**src/rtl/rice_param_select_if.sv**
```systemverilog
// Residual-in / Rice-parameter-out handshake between the FIR stage, this selector
// and the downstream bitstream encoder.
interface rice_param_select_if #(
  parameter int RES_WIDTH = 20,
  parameter int SUM_WIDTH = 36
);
  logic                        iValid;
  logic signed [RES_WIDTH-1:0] iResidual;
  logic                        oReady;
  logic [3:0]                  oK;
  logic [SUM_WIDTH-1:0]        oBits;
  logic                        oValid;
  logic                        oOverrun;

  modport master (
    output iValid, iResidual,
    input  oReady, oK, oBits, oValid, oOverrun
  );

  modport slave (
    input  iValid, iResidual,
    output oReady, oK, oBits, oValid, oOverrun
  );
endinterface

```
**src/rtl/rice_param_select.sv**
```systemverilog
// Accumulates the exact Rice-coded size of one residual block for every k in parallel,
// then scans the candidates one per cycle and reports the cheapest k and its size.
module rice_param_select #(
  parameter int BLOCK_SIZE = 4096,
  parameter int RES_WIDTH  = 20,
  parameter int MAX_K      = 14,
  parameter int SUM_WIDTH  = 36
) (
  input  logic                  iClock,
  input  logic                  iReset,
  input  logic                  iEnable,
  rice_param_select_if.slave    bus
);

  localparam int CNT_W = (BLOCK_SIZE > 1) ? $clog2(BLOCK_SIZE) : 1;

  typedef enum logic [1:0] {ACCUM, DRAIN, SEARCH, DONE} state_t;

  state_t               r_state;
  logic [CNT_W-1:0]     r_count;
  logic [3:0]           r_kIdx;
  logic                 r_pipeValid;
  logic [RES_WIDTH-1:0] r_pipeU;
  logic [SUM_WIDTH-1:0] r_acc [MAX_K+1];
  logic [SUM_WIDTH-1:0] r_best;
  logic [3:0]           r_bestK;
  logic [3:0]           r_k;
  logic [SUM_WIDTH-1:0] r_bits;
  logic                 r_valid;
  logic                 r_ready;
  logic                 r_overrun;

  logic [RES_WIDTH-1:0] w_u;
  logic [SUM_WIDTH-1:0] w_cost;

  // Zigzag: doubling then inverting on negative gives 2r or -2r-1 without an adder.
  assign w_u = {bus.iResidual[RES_WIDTH-2:0], 1'b0} ^ {RES_WIDTH{bus.iResidual[RES_WIDTH-1]}};

  always_comb begin
    w_cost = r_acc[r_kIdx] + (SUM_WIDTH'(r_kIdx) + SUM_WIDTH'(1)) * SUM_WIDTH'(BLOCK_SIZE);
  end

  // DRAIN lets the registered u of the last residual land in the accumulators before k=0 is compared.
  always_ff @(posedge iClock) begin
    if (iReset) begin
      r_state     <= ACCUM;
      r_count     <= '0;
      r_kIdx      <= '0;
      r_pipeValid <= 1'b0;
      r_pipeU     <= '0;
      for (int k = 0; k <= MAX_K; k++) r_acc[k] <= '0;
      r_best      <= '0;
      r_bestK     <= '0;
      r_k         <= '0;
      r_bits      <= '0;
      r_valid     <= 1'b0;
      r_ready     <= 1'b1;
      r_overrun   <= 1'b0;
    end else if (iEnable) begin
      r_valid     <= 1'b0;
      r_pipeValid <= 1'b0;
      if (bus.iValid && !r_ready) r_overrun <= 1'b1;
      if (r_pipeValid) begin
        for (int k = 0; k <= MAX_K; k++) r_acc[k] <= r_acc[k] + SUM_WIDTH'(r_pipeU >> k);
      end
      case (r_state)
        ACCUM: begin
          if (bus.iValid) begin
            r_pipeValid <= 1'b1;
            r_pipeU     <= w_u;
            if (r_count == CNT_W'(BLOCK_SIZE - 1)) begin
              r_count <= '0;
              r_state <= DRAIN;
              r_ready <= 1'b0;
            end else begin
              r_count <= r_count + CNT_W'(1);
            end
          end
        end
        DRAIN: begin
          r_kIdx  <= '0;
          r_state <= SEARCH;
        end
        SEARCH: begin
          // Strict less-than keeps the smallest k on ties.
          if (r_kIdx == 4'd0 || w_cost < r_best) begin
            r_best  <= w_cost;
            r_bestK <= r_kIdx;
          end
          if (r_kIdx == 4'(MAX_K)) r_state <= DONE;
          else r_kIdx <= r_kIdx + 4'd1;
        end
        DONE: begin
          r_k     <= r_bestK;
          r_bits  <= r_best;
          r_valid <= 1'b1;
          r_ready <= 1'b1;
          r_state <= ACCUM;
          for (int k = 0; k <= MAX_K; k++) r_acc[k] <= '0;
        end
        default: r_state <= ACCUM;
      endcase
    end
  end

  assign bus.oReady   = r_ready;
  assign bus.oK       = r_k;
  assign bus.oBits    = r_bits;
  assign bus.oValid   = r_valid;
  assign bus.oOverrun = r_overrun;

endmodule

```
**src/flat_wrapper.sv**
```systemverilog
// flat-port wrapper written by rule: the top's interface ports become plain ports
module rice_param_select_flat 
#(
  parameter int BLOCK_SIZE = 4096,
  parameter int RES_WIDTH  = 20,
  parameter int MAX_K      = 14,
  parameter int SUM_WIDTH  = 36
)
  (iClock, iReset, iEnable, bus_iValid, bus_iResidual, bus_oReady, bus_oK, bus_oBits, bus_oValid, bus_oOverrun);
  rice_param_select_if #(.RES_WIDTH(RES_WIDTH), .SUM_WIDTH(SUM_WIDTH)) bus_i ();
  input  logic iClock;
  input  logic iReset;
  input  logic iEnable;
  input wire logic [$bits(bus_i.iValid)-1:0] bus_iValid;
  input wire logic [$bits(bus_i.iResidual)-1:0] bus_iResidual;
  output wire logic [$bits(bus_i.oReady)-1:0] bus_oReady;
  output wire logic [$bits(bus_i.oK)-1:0] bus_oK;
  output wire logic [$bits(bus_i.oBits)-1:0] bus_oBits;
  output wire logic [$bits(bus_i.oValid)-1:0] bus_oValid;
  output wire logic [$bits(bus_i.oOverrun)-1:0] bus_oOverrun;
  assign bus_i.iValid = bus_iValid;
  assign bus_i.iResidual = bus_iResidual;
  assign bus_oReady = bus_i.oReady;
  assign bus_oK = bus_i.oK;
  assign bus_oBits = bus_i.oBits;
  assign bus_oValid = bus_i.oValid;
  assign bus_oOverrun = bus_i.oOverrun;
  rice_param_select #(.BLOCK_SIZE(BLOCK_SIZE), .RES_WIDTH(RES_WIDTH), .MAX_K(MAX_K), .SUM_WIDTH(SUM_WIDTH)) u_core (.iClock(iClock), .iReset(iReset), .iEnable(iEnable), .bus(bus_i));
endmodule
```
**config.mk**
```make
export PLATFORM = sky130hd
export DESIGN_NAME = rice_param_select_flat
export DESIGN_NICKNAME = d
export VERILOG_FILES = /design/src/rtl/rice_param_select_if.sv /design/src/rtl/rice_param_select.sv /design/src/flat_wrapper.sv
export SDC_FILE = /design/constraint.sdc
export NUM_CORES = 2
export LEC_CHECK = 0
export CORE_MARGIN = 1.5
export CORE_UTILIZATION = 46
export CTS_BUF_LIST = sky130_fd_sc_hd__clkbuf_2
export DETAILED_ROUTE_END_ITERATION = 10
export PLACE_DENSITY = 0.67
export RECOVER_POWER = 100
export SETUP_SLACK_MARGIN = 0.4
export SLEW_MARGIN = 25
export SYNTH_ARGS = -nofsm -noshare
export SYNTH_HDL_FRONTEND = slang
export SYNTH_SLANG_ARGS = --single-unit
```
**constraint.sdc**
```tcl
create_clock -name iClock -period 16.34 [get_ports iClock]
set_clock_uncertainty 0.05 [all_clocks]
set_input_delay 2.451 -clock iClock [delete_from_list [all_inputs] [get_ports iClock]]
set_output_delay 2.451 -clock iClock [all_outputs]
set_load 0.05 [all_outputs]
```
Yosys cells after proc, flatten, opt, wreduce, memory -nomap -nowiden. Memories as Yosys holds them, arrays and structs flattened. A register that Yosys moved wholly into a read port is not among the register bits. Index checks and enable logic that the tools add are counted. W data, S select, Z words.

$add $sub $neg: 19. Order comparisons: 1. Equality and inequality tests: 9. Multiplexer cells: 54. Bitwise logic cells: 31. Reductions and logical operators: 14.

Operators by type and width (number): $mux W36 (30); $add A36 B10 Y36 (1); $add A36 B11 Y36 (1); $add A36 B12 Y36 (1); $add A36 B13 Y36 (1); $add A36 B14 Y36 (1); $add A36 B15 Y36 (1); $add A36 B16 Y36 (1); $add A36 B17 Y36 (1); $add A36 B18 Y36 (1); $add A36 B19 Y36 (1); $add A36 B20 Y36 (1); $add A36 B36 Y36 (1); $add A36 B6 Y36 (1); $add A36 B7 Y36 (1); $add A36 B8 Y36 (1); $add A36 B9 Y36 (1); $lt A36 B36 Y1 (1); $or A1 B1 Y1 (30); $xor A20 B20 Y20 (1); $mux W1 (14); $add A12 B1 Y12 const B (1); $eq A12 B12 Y1 const B (1); $mux W12 (1); other kinds (21) (33).

Register bits: 122. Bits in writable memories: 540. Logic and storage cells: 141. Memories: 1.

Memory list: u_core.r_acc (words 15, width 36, read ports 16, clocked after Yosys merged registers in 1, write ports 15, line rice_param_select.sv:24) `logic [SUM_WIDTH-1:0] r_acc [MAX_K+1];`.

Depth between registers and ports, before layout.
Depth in word-level cells: 6. Gate-level depth with buffers: 33.

Least setup slack after synthesis. Ideal clock, no wire load.

Kind: input-to-reg. Start point: in iEnable. End point: mem u_core.r_acc[0][0] (enable). Arrival: 9092 ps. Data required time: 15653 ps. Slack: 6561 ps. Stages on the path: 7. Cell sequence: clkbuf_1 > nand2_1 > nand2_1 > clkbuf_1 > clkbuf_1 > nor2_1 > inv_1.

RTL lines: start: declaration (line flat_wrapper.sv:13) `input logic iEnable;`; end: declaration (line rice_param_select.sv:24).

==> flow_metrics.py <==
metrics = {
    "cells_and_area": {
        "syn2layout_area_growth_pct": 7.55,
        "final-seq-area_sq_um": 16200,
        "final_area_sq_um": 45400,
        "finalNonFillerCells": 5958,
        "final_layout_size_suffix_gt1_share_pct": 10.4,
        "final_util_pct": 50.2,
        "fin_nets": 4925,
        "nFillCells": 8426,
        "multi_input_area_sq_um": 24300,
    },
    "detailed_routing": {
        "drt_wl_total_mm": 117,
        "drt_first_iter_violations": 2970,
        "ant_nets": 0,
        "firstDrtPassIters": 5,
        "viasPerCell": 5.82,
        "drc": 0,
        "wire_per_inst_um": 19.6,
        "vias": 34700,
    },
    "global_route": {
        "grt_pass1_vias": 33200,
        "antenna_found_initial": 5,
        "grt_pass1_wl_mm": 184,
        "grt_max_degree": 87,
        "grt-ovfl-total": 0,
        "grt_use_total_pct": 24.7,
    },
    "critical_path": {
        "crit_slowest_cell": "clkbuf_1",
        "startpoint_type": "input pin",
        "end_kind": "register",
        "cp_max_fo": 83,
        "worstPathRequired_ps": 17210,
        "reg2reg_depth": 22,
        "critPathMaxStageDelay_ps": 3200,
        "rrSetupSlack_ps": 5320,
        "path_common_cell": "clkbuf_1",
        "critPathArrivalTime_ps": 12430,
        "crit_buf_inv": 6,
        "critPathKind": "in -> reg",
        "path_cells": "dlygate4sd3_1, clkbuf_1, and2_2, clkbuf_1, nor2_1, clkbuf_1, clkinvlp_2, clkbuf_1",
        "crit_family": "buffers and inverters",
        "r2r_end": "u_core.r_best[34]",
    },
    "min_path": {
        "hold_class": "reg -> reg",
        "whs_endpoint": "u_core.bus.oBits[32]",
        "min_from": "u_core.bus.oBits[32]",
        "whs_path_depth": 2,
    },
    "pwr": {
        "switching_share_pct": 29.5,
        "p_int_mw": 2.50,
        "p_leak_nw": 17.2,
        "p_per_area_nw_per_um2": 78.1,
        "p_sw_mw": 1.05,
        "power_mw": 3.55,
        "share_comb_of_total_power_pct": 11.5,
        "power_frac_seq_pct": 51.8,
        "peakVddDrop_mv": 0.0565,
        "clkPwrFrac_pct": 36.7,
    },
    "synth": {
        "synth_top_cells_by_area": "edfxtp_1 (20%), dfxtp_1 (18%), ha_1 (7.2%)",
        "syn_area_per_cell_sq_um": 9.28,
        "syn_area_sq_um": 42200,
        "synth_top_cells_by_count": "nor2_1 (553), nand2_1 (479), dfxtp_1 (378), a21oi_1 (308), edfxtp_1 (288)",
        "syn_nets": 4829,
        "yosysUniqueCellTypes": 90,
        "netlist.area_leader.share_pct": 20.5,
        "seq_area_frac_synth_pct": 38.4,
        "synthFlopType": "dfxtp_1",
        "ys_ff_latch": 666,
        "synth_most_common_cell": "nor2_1",
        "netlist_instances": 4545,
        "yosysTopAreaCell": "edfxtp_1",
        "async_flop_share_pct": 0,
        "yosys_warnings": 0,
        "synth_edf_count": 288,
    },
    "sta": {
        "relSlewSlack_pct": -194,
        "final_max_slew_viol_count": 966,
        "rsz0062_at_grt": "false",
        "period_share_pct": 70.8,
        "fin_setup_tns_ps": 0,
        "post-route-min-period_ps": 11560,
        "finalHoldViolCount": 0,
        "whs_ps": 405,
        "max_freq_mhz": 86.5,
        "timing.final.ws_setup_ps": 4780,
        "setup_viol": 0,
        "worst_pin_slew_ps": 4400,
    },
    "clock_tree": {
        "cts_setup_buffers": 0,
        "tritoncts": "yes",
        "cts_buffers": 178,
        "clk_pin_slew_ps": 90,
        "clock_latency_ps": 1420,
        "cts-root-buf": "clkbuf_2",
        "clock-sinks": 666,
        "clk_path_buf_depth": 3,
        "ctsHtreeMaxLevel": 4,
        "post_cts_resized": 0,
        "hold_buffers": 0,
    },
    "flow_run": {
        "cap_violations": 15,
    },
    "place": {
        "gp_congestion": 0.925,
        "dp_worst_setup_slack_ps": 8490,
        "dpl-instance-area_sq_um": 43700,
        "portBuffers": 66,
        "post-dp-hpwl_mm": 83.4,
        "dp.cells": 5637,
    },
    "floorplanning": {
        "start_util_pct": 46.7,
        "rows": 110,
        "die_w_um": 306,
        "die_h_um": 306,
        "core_sq_um": 90400,
        "io_pins": 67,
        "die-area_sq_um": 93600,
    },
    "status": {
        "violations": "max-capacitance violations, max-slew violations",
        "outcome": "finished with violations",
    },
}
sequential cells by signal, summed over array words and instances (netlist names), named ones only:
register,count
u_core.bus.oBits,36
u_core.bus.oK,4
u_core.bus.oOverrun,1
u_core.bus.oReady,1
u_core.bus.oValid,1
u_core.r_acc,540
u_core.r_best,36
u_core.r_bestK,4
u_core.r_count,12
u_core.r_kIdx,4
u_core.r_pipeU,20
u_core.r_pipeValid,1
u_core.r_state,2
how the worst max path moves through the flow:
stage / slack [ps] / from / endpoint / cells past startpoint
3_3_place_gp: 8670 / register / u_core.r_best[34] / 22
6_report: 4780 / iEnable / u_core.r_acc[0][1] / 8
4_1_cts: 8460 / register / u_core.r_best[32] / 21
2_1_floorplan: 6560 / iEnable / u_core.r_acc[0][0] / 7
5_1_grt: 4100 / iEnable / u_core.r_acc[5][8] / 8
3_5_place_dp: 8490 / register / u_core.r_best[32] / 21
layer usage:
metal	global-route usage [%]	share of wire, %
met4	9.26	3.0
met1	33.1	44
met3	4.49	6.8
met2	39.9	46
met5	0	0.010
power by group through the flow:
stage	Clock (mW)	Sequential (mW)	Combinational (mW)
2_1_floorplan	0	1.86	0.294
5_1_grt	1.42	1.84	0.449
6_report	1.30	1.84	0.406
3_3_place_gp	0	1.87	0.394
3_5_place_dp	0	1.87	0.402
4_1_cts	1.34	1.83	0.404
cell families after synthesis:
group | count (synthesis) | share of synthesized area (%)
AOI/OAI and AO/OA | 862 | 12.6
adders and majority gates | 260 | 7.99
and+or+nand+nor | 1765 | 19.8
DFF | 666 | 38.4
buffers and inverters | 379 | 4.06
xor gates and xnor gates | 438 | 9.09
muxes | 175 | 7.94
cells in the final DEF (no fill, tap or decap), types with 26 or more instances in the layout:
master and count:
xnor2_1 188, a21oi_1 309, or3_1 63, dlygate4sd3_1 44
dfxtp_1 374, buf_4 37, ha_1 244, nand3_1 141
nand2_1 478, clkbuf_2 275, inv_1 174, mux4_2 105
nor2b_1 48, nor2_1 552, and2_1 29, mux2i_1 33
nor3_1 93, o21a_1 34, a21o_1 73, nand2b_1 64
o211ai_1 34, a211oi_1 55, edfxtp_1 288, clkinv_1 28
o21ai_0 176, a31oi_1 43, nand4_1 72, and3_1 103
xor2_1 250, and4_1 26
cell type report:
class	count	share of cell area, %
multi-input cells	3500	53.5
flip-flops and latches	666	35.8
well taps	1176	3.24
clock buffers	275	3.03
repair buffers	120	2.24
inverters	175	1.45
clock inverters	43	0.816
diodes	3	0.0165
worst min-delay path, delay by kind of cell (launching register included):
family | cells | cell delay, ps
AO/OA/AOI/OAI | 1 | 50
flip-flops | 1 | 310
AND/OR/NAND/NOR | 1 | 50
No activity file was read; power rests on OpenSTA's default activity.
